$ cat src/rtl/fetch_stage_if.sv
// fetch_stage_if: instruction-memory request/response handshake between fetch and imem
interface fetch_stage_if;
  logic        req_valid;
  logic        req_ready;
  logic [31:0] req_addr;
  logic        resp_valid;
  logic [31:0] resp_data;
  modport master (output req_valid, req_addr, input req_ready, resp_valid, resp_data);
  modport slave  (input req_valid, req_addr, output req_ready, resp_valid, resp_data);
endinterface

$ cat src/rtl/fetch_stage.sv
// fetch_stage: RV32I IF stage, single-outstanding imem fetch, stall skid, redirect drain (IF_MISALIGN_TRAP_EN traps misaligned targets)
module fetch_stage #(
  parameter logic [31:0] RESET_PC = 32'h0000_0000,
  parameter int          XLEN     = 32
) (
  input  logic            clock,
  input  logic            reset,
  input  logic            stall,
  input  logic            redirect_valid,
  input  logic [XLEN-1:0] redirect_pc,
  fetch_stage_if.master   imem,
  output logic            if_id_valid,
  output logic [XLEN-1:0] if_id_pc,
  output logic [XLEN-1:0] if_id_instruction,
  output logic            fetch_misaligned
);
  localparam logic [31:0] NOP = 32'h0000_0013;
  typedef enum logic [1:0] {FETCH, WAIT, DRAIN} state_t;
  state_t      state;
  logic [31:0] pc, req_pc, buf_pc, buf_data, target;
  logic        buf_valid, bad, halt, hs, take;
`ifdef IF_MISALIGN_TRAP_EN
  assign target = redirect_pc;
  assign bad    = |redirect_pc[1:0];
  assign halt   = fetch_misaligned;
`else
  assign target = redirect_pc & ~32'h3;
  assign bad    = 1'b0;
  assign halt   = 1'b0;
`endif
  assign imem.req_valid = !reset && state == FETCH && !stall && !buf_valid && !halt;
  assign imem.req_addr  = pc;
  assign hs   = imem.req_valid && imem.req_ready;
  assign take = state == WAIT && imem.resp_valid;
  // pc/fsm, IF/ID register and skid buffer; redirect outranks stall and discards any same-cycle response
  always_ff @(posedge clock) begin
    if (reset) begin
      state             <= FETCH;
      pc                <= RESET_PC;
      req_pc            <= RESET_PC;
      if_id_valid       <= 1'b0;
      if_id_pc          <= '0;
      if_id_instruction <= NOP;
      buf_valid         <= 1'b0;
      buf_pc            <= '0;
      buf_data          <= NOP;
      fetch_misaligned  <= 1'b0;
    end else if (redirect_valid) begin
      if_id_valid <= 1'b0;
      buf_valid   <= 1'b0;
      if (bad) fetch_misaligned <= 1'b1;
      else pc <= target;
      state <= (hs || (state != FETCH && !imem.resp_valid)) ? DRAIN : FETCH;
    end else begin
      case (state)
        FETCH: if (hs) begin
          req_pc <= pc;
          pc     <= pc + 32'd4;
          state  <= WAIT;
        end
        WAIT, DRAIN: if (imem.resp_valid) state <= FETCH;
        default: state <= FETCH;
      endcase
      if (!stall) begin
        if (buf_valid) begin
          if_id_valid       <= 1'b1;
          if_id_pc          <= buf_pc;
          if_id_instruction <= buf_data;
          buf_valid         <= 1'b0;
        end else if (take) begin
          if_id_valid       <= 1'b1;
          if_id_pc          <= req_pc;
          if_id_instruction <= imem.resp_data;
        end else
          if_id_valid <= 1'b0;
      end else if (take) begin
        if (!if_id_valid) begin
          if_id_valid       <= 1'b1;
          if_id_pc          <= req_pc;
          if_id_instruction <= imem.resp_data;
        end else begin
          buf_valid <= 1'b1;
          buf_pc    <= req_pc;
          buf_data  <= imem.resp_data;
        end
      end
    end
  end
endmodule

$ cat src/flat_wrapper.sv
// flat-port wrapper written by rule: the top's interface ports become plain ports
module fetch_stage_flat 
#(
  parameter logic [31:0] RESET_PC = 32'h0000_0000,
  parameter int          XLEN     = 32
)
  (clock, reset, stall, redirect_valid, redirect_pc, if_id_valid, if_id_pc, if_id_instruction, fetch_misaligned, imem_req_valid, imem_req_addr, imem_req_ready, imem_resp_valid, imem_resp_data);
  fetch_stage_if imem_i ();
  input  logic clock;
  input  logic reset;
  input  logic stall;
  input  logic redirect_valid;
  input  logic [XLEN-1:0] redirect_pc;
  output logic if_id_valid;
  output logic [XLEN-1:0] if_id_pc;
  output logic [XLEN-1:0] if_id_instruction;
  output logic fetch_misaligned;
  output wire logic [$bits(imem_i.req_valid)-1:0] imem_req_valid;
  output wire logic [$bits(imem_i.req_addr)-1:0] imem_req_addr;
  input wire logic [$bits(imem_i.req_ready)-1:0] imem_req_ready;
  input wire logic [$bits(imem_i.resp_valid)-1:0] imem_resp_valid;
  input wire logic [$bits(imem_i.resp_data)-1:0] imem_resp_data;
  assign imem_req_valid = imem_i.req_valid;
  assign imem_req_addr = imem_i.req_addr;
  assign imem_i.req_ready = imem_req_ready;
  assign imem_i.resp_valid = imem_resp_valid;
  assign imem_i.resp_data = imem_resp_data;
  fetch_stage #(.RESET_PC(RESET_PC), .XLEN(XLEN)) u_core (.clock(clock), .reset(reset), .stall(stall), .redirect_valid(redirect_valid), .redirect_pc(redirect_pc), .imem(imem_i), .if_id_valid(if_id_valid), .if_id_pc(if_id_pc), .if_id_instruction(if_id_instruction), .fetch_misaligned(fetch_misaligned));
endmodule
$ cat config.mk
export PLATFORM = sky130hd
export DESIGN_NAME = fetch_stage_flat
export DESIGN_NICKNAME = d
export VERILOG_FILES = /design/src/rtl/fetch_stage_if.sv /design/src/rtl/fetch_stage.sv /design/src/flat_wrapper.sv
export SDC_FILE = /design/constraint.sdc
export NUM_CORES = 1
export LEC_CHECK = 0
export CAP_MARGIN = 20
export CORE_MARGIN = 4
export CORE_UTILIZATION = 51
export CTS_CLUSTER_DIAMETER = 60
export DETAILED_ROUTE_END_ITERATION = 7
export HOLD_SLACK_MARGIN = 0.1
export PLACE_DENSITY_LB_ADDON = 0.3
export SETUP_SLACK_MARGIN = 0.4
export SLEW_MARGIN = 0
export SYNTH_ARGS = -nofsm -noshare
export SYNTH_HDL_FRONTEND = slang
export SYNTH_SLANG_ARGS = --single-unit
$ cat constraint.sdc
create_clock -name clock -period 2.3 [get_ports clock]
set_input_delay 0.46 -clock clock [delete_from_list [all_inputs] [get_ports clock]]
set_output_delay 0.46 -clock clock [all_outputs]
set_load 0.05 [all_outputs]
==> results by group <==
Worst setup path
  • Worst Setup SP: u_core.state[1]$_SDFFE_PP0P_
  • Reg2Reg Depth: 14
  • Crit-path cells: inv_2, ha_4, or4b_4, inv_4, buf_12, buf_8, buf_12
  • Worst path slowest cell: or4b_4
  • Crit Path Category: reg -> out
  • CP Data Required Time: around 1.8 ns
  • FF-to-FF End: u_core.imem.req_addr[6]$_SDFFE_PP0P_
  • CP Capture Type: output port
  • R2R setup slack: -0.02 ns
  • CP max stage delay: between 0.4 and 0.5 ns
  • CP delay by family, top: simple AND/OR/NAND/NOR gates
  • Crit-path most repeated cell: buf_12
  • Type of origin of the critical path: flop
  • Reg2reg start: u_core.state[1]$_SDFFE_PP0P_
  • WP buf/inv: 5
  • WP data arrival: 1.88 ns
  • Crit Path Max Fanout: 4

Global route
  • Tot GR Track Use: 25.1%
  • Largest net degree at the start of global routing: 128
  • M3 GR Usage: about 5.7%
  • Antenna violations before repair: 0
  • Overflow after GRT: 0
  • GR Util met2: between 40% and 50%
  • Vias in the first global route: 7476
  • First-pass GRT wire length: 37.5 mm
  • Met1 Track Usage GR: 33.3%
  • GR peak layer: met2

Place
  • Gpl congestion: 0.859
  • Dpl hpwl: 14.4 mm
  • Port buffer count: 161
  • Post-place instance area: 10400 sq um
  • Dpl ws: -0.258 ns
  • Inst Count DP: 1297

Drt
  • WL final: 25.2 mm
  • Final antenna-violating net count: 0
  • Initial DRC Count: between 900 and 1k
  • DRC errors left: 0
  • Wirelength per Cell: ~18 microns
  • Vias/cell: 5.94
  • Drt first pass iters: 5
  • Vias: 8171

Clocking
  • CTS tree: yes
  • Cts bufs inserted: 17
  • Clock Tree Root: clkbuf_16
  • TritonCTS Sinks: 188
  • Worst skew pair latency: 0.44 ns
  • CTS Buffer Depth: 2
  • H-tree depth: 4
  • Clk slew on worst S/H paths: 0.07 ns

Min path
  • Worst min path class: in -> reg
  • Hold Startpoint: reset
  • Hold Path End: u_core.state[0]$_SDFFE_PP0P_
  • Hold depth: 4

Flow run
  • Max-cap viol count: 0

STA
  • Fmax achieved: 428 MHz
  • Rel. slew slack: 49.7%
  • RSZ-0062 raised after global routing: true
  • Fin Clk Skew: about 0.010 ns
  • # setup viols final: 4
  • Hold WS: 0.435 ns
  • Slew Viols, Final: 0
  • Actual slew at the worst max-slew pin: roughly 0.75 ns
  • Min Tclk post-route: 2.34 ns
  • Post-route worst setup slack: -0.0360 ns
  • Crit share post-route: 102%
  • Hold Vio Cnt, Final: 0

Final layout
  • Final core utilization: 74.6%
  • Register area: 3820 sq um
  • Fill cell count: 1136
  • Ratio of cells with drive above 1 in the final layout: 20.8%
  • Non-filler instance count after layout: 1375
  • Syn-to-layout area delta: 43.7%
  • Area of the multi-input gates: 4430 sq um
  • Final Net Count: 1219
  • ANT cells: 0
  • Post-route cell area: 11800 sq um

Synth
  • Main synth FF type: dfxtp_1
  • Post-synthesis cell count: 963
  • Count leader, synth: nand2_1
  • Register bit total from synthesis: 188
  • Register area share after synthesis: 45.7%
  • Commonest cells in the synthesized netlist: nand2_1 (196), dfxtp_1 (188), a21oi_1 (156), a311oi_1 (71), clkbuf_1 (69)
  • Ys Warns: 0
  • Area contributors post-synth: dfxtp_1 (46%), a21oi_1 (9.5%), nand2_1 (8.9%), mux2i_1 (7.7%), a311oi_1 (7.5%)
  • Area of the mapped netlist: 8240 sq um
  • Leading area contributor after synthesis: dfxtp_1
  • EDFF count, synth: 0
  • Yosys top cell area share: 45.7%
  • Fraction of registers with async set/reset: 0%
  • Syn_area_per_cell: ~8.6 sq um
  • Yosys cell types: 60

Power and ir drop
  • Switching share of total power: 26.6%
  • Max VDD drop: 0.591 mV
  • Comb pwr share: 12.4%
  • Reg power frac: 46.9%
  • P_sw: 1940 uW
  • Internal cell power: 5350 uW
  • Leakage: 0.00476 uW
  • Clock group share of total power: 40.7%
  • PD cells: 615 nW/um^2

Floorplanning
  • FP Rows: 46
  • Die Width: 135 microns
  • Die area: 18300 sq um
  • Initial core utilization: between 50% and 60%
  • Core footprint: approximately 16000 sq um
  • Die height: 135 microns
  • Num ports: between 150 and 200

Run status
  • Failing checks: setup timing
  • Outcome: finished with violations
-- registers in the layout (all words and copies together) (netlist names) --
signal and count:
u_core.if_id_valid 1, u_core.imem.req_addr 30, u_core.state 2, u_core.if_id_instruction 32, u_core.if_id_pc 30, u_core.buf_pc 30
u_core.buf_data 32, u_core.buf_valid 1, u_core.req_pc 30
-- cells in the final DEF (no fill, tap or decap), drive strengths merged, types with 6 or more instances in the layout --
cell type,count
a211oi,10
a21oi,156
a311oi,71
and3,6
buf,94
clkbuf,26
clkdlybuf4s15,14
clkdlybuf4s50,66
dfxtp,188
dlygate4sd2,75
inv,13
mux2i,63
nand2,196
nand3,17
nand4,13
nor2,28
nor3,7
nor4,7
o211ai,6
o21ai,7
o31ai,6
or3,8
or4,12
xnor2,6
-- routing by layer --
layer | up-vias | routed length, microns | share of wire (%)
li1 | 3860 | - | -
met1 | 3886 | 10500 | 42
met2 | 359 | 12200 | 48
met3 | 66 | 1880 | 7.5
met4 | 0 | 644 | 2.6
met5 | - | 0 | 0
-- layout make-up --
type	instances	share of cell area (%)
sequential	188	32.3
tap	216	2.28
multi-input combinational	673	37.4
inverter	11	0.391
timing repair buffer	255	22.7
clock buffer	20	3.86
clock inverter	12	1.17
-- per-stage QoR --
stage          total power (uW)  TNS, ns
2_1_floorplan              3940        0
3_3_place_gp               4280    -2.55
3_5_place_dp               4280    -3.52
4_1_cts                    7240  -0.0188
5_1_grt                    7490   -0.519
6_report                   7290  -0.0791
-- worst min-delay path: stages --
cell and delay [ns]:
buf_6 0.09, or2_4 0.13, buf_4 0.13, a21oi_2 0.03
-- power groups by stage --
stage          sequential (uW)  combinational (uW)  clock, uW
5_1_grt                   3430                 945       3120
6_report                  3420                 900       2970
3_5_place_dp              3490                 797          0
3_3_place_gp              3490                 792          0
4_1_cts                   3410                 845       2990
2_1_floorplan             3640                 302          0
-- kinds of logic after synthesis --
| kind of cell | Yosys count | share of synthesized area (%) |
|---|---|---|
| other cells | 1 | 0.0455 |
| compound gates | 278 | 21.7 |
| fa+ha+maj | 3 | 0.456 |
| flops | 188 | 45.7 |
| simple gates | 314 | 17.5 |
| xor+xnor | 10 | 1.06 |
| mux | 63 | 7.65 |
| buf+inv | 106 | 5.89 |
-- worst max path at each step --
stage,end,slack (ns),cells past startpoint
floorplan,u_core.imem.req_addr[19]$_SDFFE_PP0P_,0.25,6
finish,imem_req_valid,-0.04,7
global placement,u_core.imem.req_addr[18]$_SDFFE_PP0P_,-0.22,7
global route,u_core.imem.req_addr[9]$_SDFFE_PP0P_,-0.1,14
detailed placement,u_core.imem.req_addr[18]$_SDFFE_PP0P_,-0.26,7
CTS,imem_req_valid,-0.02,7
-- timing repair --
item | CTS | global route
pin swaps | 26 | 29
gates resized for setup | 157 | 75
hold buffers | 0 | 0
setup buffers | 25 | 14
setup endpoints to repair | 130 | 128
cloned | 5 | 2
No activity file was read; power rests on OpenSTA's default activity.
